--- src/rtl/sdpb_fifo_ctrl.sv ---
// FWFT FIFO controller for an external SDPB line RAM with 1-cycle registered read.
// A 2-entry output buffer hides the RAM latency to sustain one word per clock.
module sdpb_fifo_ctrl #(
    parameter int ADDR_W   = 12,
    parameter int DATA_W   = 8,
    parameter int AFULL_TH = 2**ADDR_W - 16
) (
    input  logic              clk,
    input  logic              rst_n,
    input  logic              flush,
    input  logic              s_valid,
    output logic              s_ready,
    input  logic [DATA_W-1:0] s_data,
    output logic              m_valid,
    input  logic              m_ready,
    output logic [DATA_W-1:0] m_data,
    output logic [ADDR_W+1:0] level,
    output logic              almost_full,
    output logic              overflow,
    output logic              ram_cea,
    output logic [ADDR_W-1:0] ram_ada,
    output logic [DATA_W-1:0] ram_din,
    output logic              ram_ceb,
    output logic [ADDR_W-1:0] ram_adb,
    output logic              ram_oce,
    input  logic [DATA_W-1:0] ram_dout
);

    localparam int DEPTH = 2**ADDR_W;
    localparam logic [ADDR_W:0]   FULL_CNT = (ADDR_W+1)'(DEPTH);
    localparam logic [ADDR_W+1:0] AFULL_LV = (ADDR_W+2)'(AFULL_TH);

    logic [ADDR_W:0]   wr_ptr;
    logic [ADDR_W:0]   rd_ptr;
    logic [ADDR_W:0]   ram_cnt;
    logic              rd_pend;
    logic [1:0]        obuf_cnt;
    logic [DATA_W-1:0] obuf0;
    logic [DATA_W-1:0] obuf1;
    logic [1:0]        wr_slot;
    logic              push;
    logic              pop;
    logic              rd_issue;

    // A word becomes readable only the cycle after its write, so read and
    // write addresses can never collide in the same cycle.
    assign ram_cnt  = wr_ptr - rd_ptr;
    assign s_ready  = rst_n & (ram_cnt != FULL_CNT) & ~flush;
    assign push     = s_valid & s_ready;
    assign m_valid  = (obuf_cnt != 2'd0);
    assign pop      = m_valid & m_ready;
    assign rd_issue = ~flush & (ram_cnt != '0) &
                      (({1'b0, obuf_cnt} + {2'b00, rd_pend}) < (3'd2 + {2'b00, pop}));

    assign ram_cea     = push;
    assign ram_ada     = wr_ptr[ADDR_W-1:0];
    assign ram_din     = s_data;
    assign ram_ceb     = rd_issue;
    assign ram_adb     = rd_ptr[ADDR_W-1:0];
    assign ram_oce     = 1'b1;
    assign m_data      = obuf0;
    assign almost_full = (level >= AFULL_LV);

    assign wr_slot = obuf_cnt - {1'b0, pop};

    always_ff @(posedge clk or negedge rst_n) begin
        if (!rst_n) begin
            wr_ptr   <= '0;
            rd_ptr   <= '0;
            rd_pend  <= 1'b0;
            level    <= '0;
            overflow <= 1'b0;
        end else if (flush) begin
            wr_ptr   <= '0;
            rd_ptr   <= '0;
            rd_pend  <= 1'b0;
            level    <= '0;
            overflow <= 1'b0;
        end else begin
            if (push)
                wr_ptr <= wr_ptr + 1'b1;
            if (rd_issue)
                rd_ptr <= rd_ptr + 1'b1;
            rd_pend <= rd_issue;
            if (push && !pop)
                level <= level + 1'b1;
            else if (pop && !push)
                level <= level - 1'b1;
            if (s_valid && !s_ready)
                overflow <= 1'b1;
        end
    end

    // Pop shifts the tail forward first; the returning RAM word then lands in
    // the first free slot, which is the head when the buffer drains to empty.
    always_ff @(posedge clk or negedge rst_n) begin
        if (!rst_n) begin
            obuf_cnt <= 2'd0;
            obuf0    <= '0;
            obuf1    <= '0;
        end else if (flush) begin
            obuf_cnt <= 2'd0;
        end else begin
            obuf_cnt <= obuf_cnt + {1'b0, rd_pend} - {1'b0, pop};
            if (pop)
                obuf0 <= obuf1;
            if (rd_pend) begin
                if (wr_slot == 2'd0)
                    obuf0 <= ram_dout;
                else
                    obuf1 <= ram_dout;
            end
        end
    end

endmodule

--- config.mk ---
export PLATFORM = sky130hd
export DESIGN_NAME = sdpb_fifo_ctrl
export DESIGN_NICKNAME = d
export VERILOG_FILES = /design/src/rtl/sdpb_fifo_ctrl.sv
export SDC_FILE = /design/constraint.sdc
export NUM_CORES = 1
export LEC_CHECK = 0
export CAP_MARGIN = 20
export CORE_ASPECT_RATIO = 1.5
export CORE_MARGIN = 8
export CORE_UTILIZATION = 35
export CTS_BUF_LIST = sky130_fd_sc_hd__clkbuf_4
export CTS_CLUSTER_SIZE = 16
export DETAILED_ROUTE_END_ITERATION = 10
export DONT_BUFFER_PORTS = 1
export PLACE_DENSITY_LB_ADDON = 0.15
export RECOVER_POWER = 50
export SLEW_MARGIN = 30
export SYNTH_ARGS = -nofsm -noshare
export SYNTH_HDL_FRONTEND = slang
export SYNTH_SLANG_ARGS = --single-unit
export TNS_END_PERCENT = 10
--- constraint.sdc ---
create_clock -name clk -period 12.7 [get_ports clk]
set_clock_uncertainty 0.15 [all_clocks]
set_input_delay 2.54 -clock clk [delete_from_list [all_inputs] [get_ports clk]]
set_output_delay 2.54 -clock clk [all_outputs]
set_load 0.01 [all_outputs]
==> results.cfg, run 1 <==
[floorplanning]
num_rows = 50
start_util = 0.354
die-area_sq_um = 16400
core_area_sq_um = 12300
die_y_um = 153
boundaryPins = 82
die_w_um = 107

[sta]
setup-tns-final_ns = 0
tightestPinTransition_ns = 0.836
maxSlewHeadroom = 0.442
finalCriticalPeriod_ns = 6.38
rsz0062_at_grt = false
max_freq_ghz = 0.157
setup_viol = 0
finalMaxSlewViolations = 0
finalHoldViolations = 0
finalCritPeriodShare = 0.502

[layout]
layout.cells.non_filler = 593
drive_gt1_frac = 0.122
final_nets = 485
fin_area_sq_um = 4370
fillerInstances = 1296
final_util = 0.355
area_growth_pct = 0.229

[clock_tree]
clkSinkCount = 60
cts_tree = done
clk_path_buf_depth = 2
cts_buffers = 9
insertion_delay_ns = 0.43
clkTransAtPathRegs_ns = 0.13
cts_setup_buffers = 0
cts_hold_buffers = 0
h-tree-depth = 3
cts_root_buf = clkbuf_4
post_cts_resized = 0

[global_routing]
grtUsageMet3 = 0.0445
grt_max_degree = 64
track_usage = 0.142
busiest_layer = met2
grt_pass1_wl_um = 18000
grt.overflow.total = 0
grtUsageMet1 = 0.139
antenna_found_initial = 1
grt_pass1_vias = 3296
globalRouteMet2Util = 0.256

[route]
drtAntennaViolNets = 0
first_pass_iters = 4
drt_wl_total_um = 11100
drtIter0Drc = 68
vias = 3184
vias_per_cell = 5.37
drc = 0
avgRoutedWirePerCell_um = 18.8

[worst_setup_path]
arrival_ns = 3.69
crit_path_end_kind = primary output
cp-start-kind = register
crit_path_max_fanout = 8
required_ns = 10.01
criticalPathCategory = register to primary output

[power_and_ir_drop]
power.density_nw_per_um2 = 201
peakVddDrop_uv = 71.3
fin_total_pwr_uw = 881
leakage_nw = 1.99

[synthesis]
syn_area_per_cell_sq_um = 9.37
netlist_area_sq_um = 4360
yosys_warnings = 0
netlist.area_leader.share = 0.344
synthTopCellsByArea = dfrtp_1 34%, ha_1 9.2%, buf_4 5.8%, nor2_1 4.6%, mux2_2 3.9%
yosys.area.top_type = dfrtp_1
syn_inst = 466
synth_seq_cells = 60
ys_seq_area_frac = 0.344
synth_edf_count = 0
synth_nets = 520
synthDistinctLibCells = 64
async_reset_ff_frac = 1.00
ys.flop_type = dfrtp_1

[placement]
gp_congestion = 0.840
io_buffer_count = 0
dpl_cell_area_sq_um = 4250
hpwl_um = 8300
placed_cells = 576

[flow_run]
drv_cap = 0

[hold_path]
hp-class = register to register

[status]
outcome = complete, no violations
## critical path, stage by stage (launching register included)
cell and delay (ns):
dfrtp_1 0.55, inv_1 0.13, ha_1 0.30, nor2b_1 0.26, o211ai_1 0.17, a311oi_1 0.59
o221ai_1 0.25, a2bb2oi_1 0.22, o2111ai_1 0.45, nand2_1 0.24, nor2_1 0.10
## cells in the final DEF (no fill, tap or decap), types with 9 or more instances in the layout
master	netlist	routed
a21oi_1	18	18
dfrtp_1	60	60
ha_1	32	32
nor3_1	12	12
inv_1	20	21
nand2_1	33	33
o21ai_0	20	20
mux2_2	15	15
nor2_1	54	54
nand4_1	12	12
mux2_4	10	10
xor2_1	12	12
clkbuf_4	0	9
xnor2_1	12	12
## layer usage
metal  part of all wire  wire length, um
met3              0.054              605
met2               0.55             6080
met4              0.031              348
met5                  0                0
met1               0.37             4110
## cells by family (layout without fill, tap and decap cells)
kind of cell    after synthesis  after routing  synth area share
mux                          32             32            0.0903
xor+xnor                     24             24            0.0482
other cells                   1              2          0.000859
compound gates               85             85             0.142
flops                        60             60             0.344
buf+inv                      67             37            0.0900
fa+ha+maj                    33             33            0.0963
simple gates                164            164             0.188
## flip-flops by register name, summed over array words and instances, names as in the netlist
| signal | count |
|---|---|
| rd_pend | 1 |
| wr_ptr | 13 |
| level | 14 |
| obuf1 | 8 |
| m_data | 8 |
| overflow | 1 |
| obuf_cnt | 2 |
| rd_ptr | 13 |
## final cells by class
| class | instances | area, sq um | area share |
|---|---|---|---|
| inverter | 21 | 78.8 | 0.0180 |
| multi-input combinational | 339 | 2450 | 0.559 |
| clock buffer | 9 | 67.6 | 0.0154 |
| sequential | 60 | 1500 | 0.343 |
| clock inverter | 7 | 82.6 | 0.0189 |
| tap | 156 | 195 | 0.0446 |
| antenna | 1 | 2.50 | 0.000572 |
## Yosys cell counts (3+ instances only)
cell      number
dfrtp_1       60
nor2_1        54
buf_4         34
nand2_1       33
ha_1          32
inv_1         20
o21ai_0       20
a21oi_1       18
mux2_2        15
nand4_1       12
nor3_1        12
xnor2_1       12
xor2_1        12
mux2_4        10
clkbuf_1       9
a22oi_1        8
nand3_1        8
or3_1          8
and3_1         7
nor2b_1        7
o211ai_1       5
mux2_1         4
nand2b_1       4
o21a_1         4
a211o_1        3
and2_1         3
mux2i_1        3
## report_power, final
| part | total, mW | leakage [nW] | internal [mW] | switching (mW) |
|---|---|---|---|---|
| registers | 0.316 | 0.788 | 0.242 | 0.0736 |
| logic | 0.412 | 1.13 | 0.200 | 0.211 |
| clock network | 0.153 | 0.0755 | 0.0632 | 0.0897 |
| total | 0.881 | 1.99 | 0.506 | 0.375 |
## through the flow
| step | worst slack (ns) | hold WS, ns |
|---|---|---|
| after global routing | 5.97 | 0.399 |
| after CTS | 6.51 | 0.376 |
| after detailed placement | 6.46 | 0.346 |
| after floorplan | 6.40 | 0.319 |
| final | 6.32 | 0.372 |
| after global placement | 6.48 | 0.341 |
## path summary, 6_finish.rpt
kind	cells past startpoint	slack (ns)	startpoint	to
min in group asynchronous	0	1.63	rst_n	rd_ptr[11]
max	10	6.32	rd_ptr[1]	s_ready
max reg2reg	20	6.59	rd_ptr[1]	level[13]
max in group asynchronous	0	10.64	rst_n	level[2]
min reg2reg	1	0.37	obuf1[1]	obuf1[1]
min	1	0.37	obuf1[1]	obuf1[1]
Power figures use the tool's default switching activity.
==> run 2, diff against run 1 <==
--- a/config.mk
+++ b/config.mk
@@ -5,6 +5,7 @@
 export SDC_FILE = /design/constraint.sdc
 export NUM_CORES = 1
 export LEC_CHECK = 0
+export ABC_AREA = 1
 export CAP_MARGIN = 20
 export CORE_ASPECT_RATIO = 1.5
 export CORE_MARGIN = 8
==> constraint.sdc (replaced) <==
create_clock -name clk -period 5.7 [get_ports clk]
set_clock_uncertainty 0.15 [all_clocks]
set_input_delay 1.14 -clock clk [delete_from_list [all_inputs] [get_ports clk]]
set_output_delay 1.14 -clock clk [all_outputs]
set_load 0.01 [all_outputs]
==> run 2 against run 1 <==
Net effect:
- clock-buffer cell count unchanged
- area after synthesis increased by 5.0%
- sequential cell count unchanged
- register-to-register slack got worse by 5.4 ns
==> results.cfg, run 2 <==
[status]
outcome = complete, no violations

[synthesis]
synth_fa_ha_area_frac = 0.0917
ys_seq_area_frac = 0.328
synthDistinctLibCells = 35
synth_edf_count = 0
yosys.area_share.simple = 0.248
yosys_warnings = 0
syn_area_per_cell_sq_um = 7.34
synthTopCellsByArea = dfrtp_1 33%, nand2_1 12%, ha_1 8.7%, inv_1 8.1%, buf_4 5.6%
ys.flop_type = dfrtp_1
synth_xor_area_frac = 0.0420
netlist_area_sq_um = 4580
yosysMostFrequentCell = nand2_1
synth_nets = 679
ys_top_cells_by_count = 145 x nand2_1, 99 x inv_1, 60 x dfrtp_1
async_reset_ff_frac = 1.00
synthMuxAreaShare = 0.0197
synth_top_family_by_area = simple AND/OR/NAND/NOR gates
synth_seq_cells = 60
syn_inst = 625
netlist.area_leader.share = 0.328
synth_compound_area_frac = 0.121
yosys.area.top_type = dfrtp_1

[sta]
max_freq_ghz = 0.224
rsz0062_at_grt = false
finalCriticalPeriod_ns = 4.47
setup-tns-final_ns = 0
tightestPinTransition_ns = 0.798
whs_ns = 0.215
finalMaxSlewViolations = 0
finalCritPeriodShare = 0.785
setup_viol = 0
maxSlewHeadroom = 0.466
finalHoldViolations = 0

[worst_setup_path]
required_ns = 5.90
arrival_ns = 4.67
r2r_end = level[13]
crit-reg2reg-launch = rd_ptr[8]
rrSetupSlack_ns = 1.23
crit_path_max_fanout = 18
startpoint = rd_ptr[8]
criticalPathCategory = register to register
r2r_cells = 27
cp-start-kind = register
cp-endpoint = level[13]
crit_path_end_kind = register

[global_routing]
grt.overflow.total = 0
grt_pass1_vias = 3889
track_usage = 0.150
antenna_found_initial = 1
grt_pass1_wl_um = 19800
grt_max_degree = 63

[layout]
largest_register = level
layout_commonest_cell = nand2_1
reg_top3 = level: 14 flops, rd_ptr: 13 flops, wr_ptr: 13 flops
final_nets = 650
largest_reg_flops = 14
drive_gt1_frac = 0.0915
area_growth_pct = 0.737
mostFrequentLayoutCells = 145 x nand2_1, 99 x inv_1, 60 x dfrtp_1, 44 x nand3_1, 34 x nor2_1

[floorplanning]
start_util = 0.356
die-area_sq_um = 17100
num_rows = 51
die_w_um = 109
die_y_um = 156
boundaryPins = 82
core_area_sq_um = 12900

[flow_run]
drv_cap = 0

[route]
drc = 0
drtIter0Drc = 96
drt_wl_total_um = 12000
first_pass_iters = 4
drtAntennaViolNets = 0
avgRoutedWirePerCell_um = 15.8
vias = 3801
vias_per_cell = 4.99

[clock_tree]
cts_setup_buffers = 0
clkTransAtPathRegs_ns = 0.13
clkSinkCount = 60
post_cts_resized = 0
cts_root_buf = clkbuf_4
clk_path_buf_depth = 2
h-tree-depth = 3
insertion_delay_ns = 0.45
cts_buffers = 9
cts_hold_buffers = 0
cts_tree = done

[power_and_ir_drop]
leakage_nw = 2.31
peakVddDrop_uv = 292
power.density_nw_per_um2 = 413

[placement]
gp_congestion = 0.863
io_buffer_count = 0
hpwl_um = 9350

[hold_path]
hp-class = primary input to asynchronous set/reset pin
run 2: worst min-delay path by stage:
stage | to | slack (ns)
final | rd_ptr[12] | 0.22
after global routing | rd_pend | 0.17
after CTS | rd_pend | 0.19
after global placement | obuf1[0] | 0.33
after detailed placement | obuf1[1] | 0.34
after floorplan | obuf1[0] | 0.32
run 2: cell families after synthesis:
family	Yosys count
flops	60
other cells	1
mux	8
buf+inv	144
fa+ha+maj	33
xor+xnor	22
simple gates	261
compound gates	96
run 2: report_power, final:
| group | internal, mW | switching (mW) | total [mW] |
|---|---|---|---|
| sequential | 0.542 | 0.169 | 0.710 |
| combinational | 0.366 | 0.547 | 0.913 |
| clock | 0.0912 | 0.190 | 0.281 |
run 2: per-layer routing:
| layer | track usage | routed length [um] | vias to the layer above |
|---|---|---|---|
| met5 | 0 | 0 | - |
| met3 | 0.0397 | 639 | 21 |
| met4 | 0.0672 | 297 | 0 |
| met2 | 0.276 | 6530 | 82 |
| li1 | - | - | 1943 |
| met1 | 0.150 | 4530 | 1755 |
run 2: per-stage QoR:
stage | cell area (sq um) | setup WS, ns | power, mW | instances | util
after CTS | 4620 | 1.19 | 1.94 | 760 | 0.358
after global routing | 4620 | 0.765 | 2.10 | 761 | 0.358
final | 4620 | 1.23 | 1.91 | 761 | 0.358
after floorplan | 4580 | 1.93 | 1.45 | 625 | -
after detailed placement | 4500 | 1.23 | 1.65 | 744 | 0.349
after global placement | 4500 | 1.26 | 1.64 | 744 | 0.349
run 2: cell type report:
cell class                      instances  area [sq um]
Antenna cell                            1          2.50
Clock buffer                            9          67.6
Clock inverter                          7          51.3
Tap cell                              159           199
Fill cell                            1408          8270
Sequential cell                        60          1500
Inverter                              102           383
Multi-Input combinational cell        421          2400
Timing Repair Buffer                    2          15.0
run 2: critical path, cell delays in order (launching register included):
cell	delay, ns
dfrtp_1	0.47
inv_1	0.14
ha_1	0.44
nand2_2	0.11
nor2_1	0.18
nand3_1	0.14
nand3_1	0.11
nand2_1	0.05
nand2_1	0.07
nor2_1	0.05
nand2_1	0.05
nor2_1	0.04
nor2_2	0.11
nand4_2	0.45
ha_1	0.55
a21oi_1	0.14
nand2_1	0.12
nand2_1	0.08
nand3_1	0.09
a31oi_1	0.21
o21ai_0	0.16
nand2_1	0.08
nand2_1	0.04
a21o_1	0.16
inv_1	0.05
nand2_1	0.04
nand3_1	0.05
nand2_1	0.05
==> run 3, diff against run 2 <==
==> constraint.sdc (replaced) <==
create_clock -name clk -period 4.5 [get_ports clk]
set_clock_uncertainty 0.15 [all_clocks]
set_input_delay 0.9 -clock clk [delete_from_list [all_inputs] [get_ports clk]]
set_output_delay 0.9 -clock clk [all_outputs]
set_load 0.01 [all_outputs]
==> run 3 against run 2 <==
Net effect:
- the flow now finishes with violations (capacitance limit, slew limit)
- maximum frequency is 8.5% higher
- via count grew 0.53%
- clock-buffer cell count unchanged
- power grew 29%
- cell count up 0.53%
- largest power group unchanged
- highest routed layer unchanged
==> results.cfg, run 3 (synthesis results as in run 2) <==
[status]
outcome = complete, but fails checks
violations = capacitance limit, slew limit

[clock_tree]
cts_setup_buffers = 0
clkSinkCount = 60
insertion_delay_ns = 0.44
cts_tree = done
h-tree-depth = 3
cts_buffers = 9
clk_path_buf_depth = 2
cts_root_buf = clkbuf_4
clkTransAtPathRegs_ns = 0.13

[floorplanning]
core_area_sq_um = 12900
die_w_um = 109
num_rows = 51
die_y_um = 156
boundaryPins = 82
die-area_sq_um = 17100
start_util = 0.356

[sta]
finalCritPeriodShare = 0.916
tightestPinTransition_ns = 2.88
max_freq_ghz = 0.243
finalHoldViolations = 0
finalMaxSlewViolations = 61
maxSlewHeadroom = -0.917
finalCriticalPeriod_ns = 4.12
setup_viol = 0
whs_ns = 0.357

[power_and_ir_drop]
internal_power_mw = 1.28
clkPwrFrac = 0.147
swShare = 0.478
power_frac_comb = 0.491
peakVddDrop_uv = 306
p_switching_mw = 1.17
leakage_nw = 2.32
pwr-share-seq = 0.362
power.density_nw_per_um2 = 524

[global_routing]
grt_pass1_wl_um = 19500
grt.overflow.total = 0
track_usage = 0.147
grt_max_degree = 61
antenna_found_initial = 0
grt_pass1_vias = 3839

[route]
drc = 0
drtAntennaViolNets = 0
vias_per_cell = 4.99
avgRoutedWirePerCell_um = 15.8
drt_wl_total_um = 12100
drtIter0Drc = 122
vias = 3821
first_pass_iters = 6

[layout]
reg_top3 = level: 14 flops, rd_ptr: 13 flops, wr_ptr: 13 flops
final_util = 0.364
final_nets = 655
largest_register = level
area_growth_pct = 2.35
drive_gt1_frac = 0.114
diodes = 0
layout_commonest_cell = nand2_1
mostFrequentLayoutCells = 145 x nand2_1, 99 x inv_1, 54 x dfrtp_1, 44 x nand3_1, 33 x a21oi_1
largest_reg_flops = 14
fin_area_sq_um = 4690

[worst_setup_path]
cp-start-kind = register
required_ns = 4.67
arrival_ns = 4.29
rrSetupSlack_ns = 0.38
crit_path_end_kind = register
crit_path_max_fanout = 10
criticalPathCategory = register to register

[hold_path]
hp-class = primary input to register

[placement]
gp_congestion = 0.818
dpl_cell_area_sq_um = 4530
io_buffer_count = 0
hpwl_um = 9230

[flow_run]
drv_cap = 1
-- run 3: final cells by class --
type / count / area (sq um)
clock buffer: 9 / 67.6
clock inverter: 7 / 51.3
fill: 1381 / 8200
inverter: 102 / 383
multi-input combinational: 421 / 2430
sequential: 60 / 1510
tap: 159 / 199
timing repair buffer: 7 / 55.1
-- run 3: what timing repair did --
item / in CTS / in global routing
hold buffers: 1 / 0
setup endpoints to repair: 0 / 3
gates resized for setup: 0 / 12
hold endpoints to repair: 60 / 0
-- run 3: per-layer routing --
layer | track usage | wire length, um
met5 | 0 | 0
met2 | 0.264 | 6480
met4 | 0.0562 | 292
met3 | 0.0414 | 668
met1 | 0.156 | 4640
-- run 3: path summary, 6_finish.rpt --
check,from,end,cells after the start
hold / removal,flush,wr_ptr[7],1
max in group asynchronous,rst_n,rd_ptr[1],1
setup reg to reg,rd_ptr[1],level[12],25
hold reg to reg,obuf1[5],obuf1[5],1
setup / recovery,rd_ptr[1],level[12],25
min in group asynchronous,rst_n,obuf1[3],1
-- run 3: stage by stage --
step | setup TNS, ns | total power [mW] | setup WS, ns | instances
floorplan | 0 | 1.83 | 0.730 | 625
global placement | 0 | 2.07 | 0.393 | 748
detailed placement | 0 | 2.09 | 0.226 | 748
CTS | 0 | 2.47 | 0.225 | 765
global route | -0.000115 | 2.70 | -0.000115 | 765
finish | 0 | 2.46 | 0.378 | 765
-- run 3: worst max-delay path, stage by stage (launching register included) --
cell and delay, ns:
dfrtp_2 0.46, inv_1 0.09, ha_1 0.34, nand2_1 0.09
nand2_2 0.11, nand2_1 0.09, nand2_2 0.10, nand2_1 0.09
nand2_1 0.08, nand2_1 0.05, nand2_1 0.08, nor2_1 0.05
nand2_1 0.06, nor2_1 0.05, nor2_2 0.14, nand4_4 0.21
buf_4 0.26, ha_1 0.30, nand2_1 0.06, o21ai_0 0.17
a21oi_1 0.08, o21ai_0 0.29, a21oi_1 0.11, o21ai_0 0.22
xnor2_1 0.16, o22ai_2 0.09
-- run 3: power groups by stage --
stage	Clock (mW)	Combinational [mW]	Sequential (mW)
floorplan	0	0.995	0.836
finish	0.361	1.21	0.890
global route	0.401	1.38	0.921
CTS	0.371	1.20	0.896
global placement	0	1.17	0.906
detailed placement	0	1.18	0.906
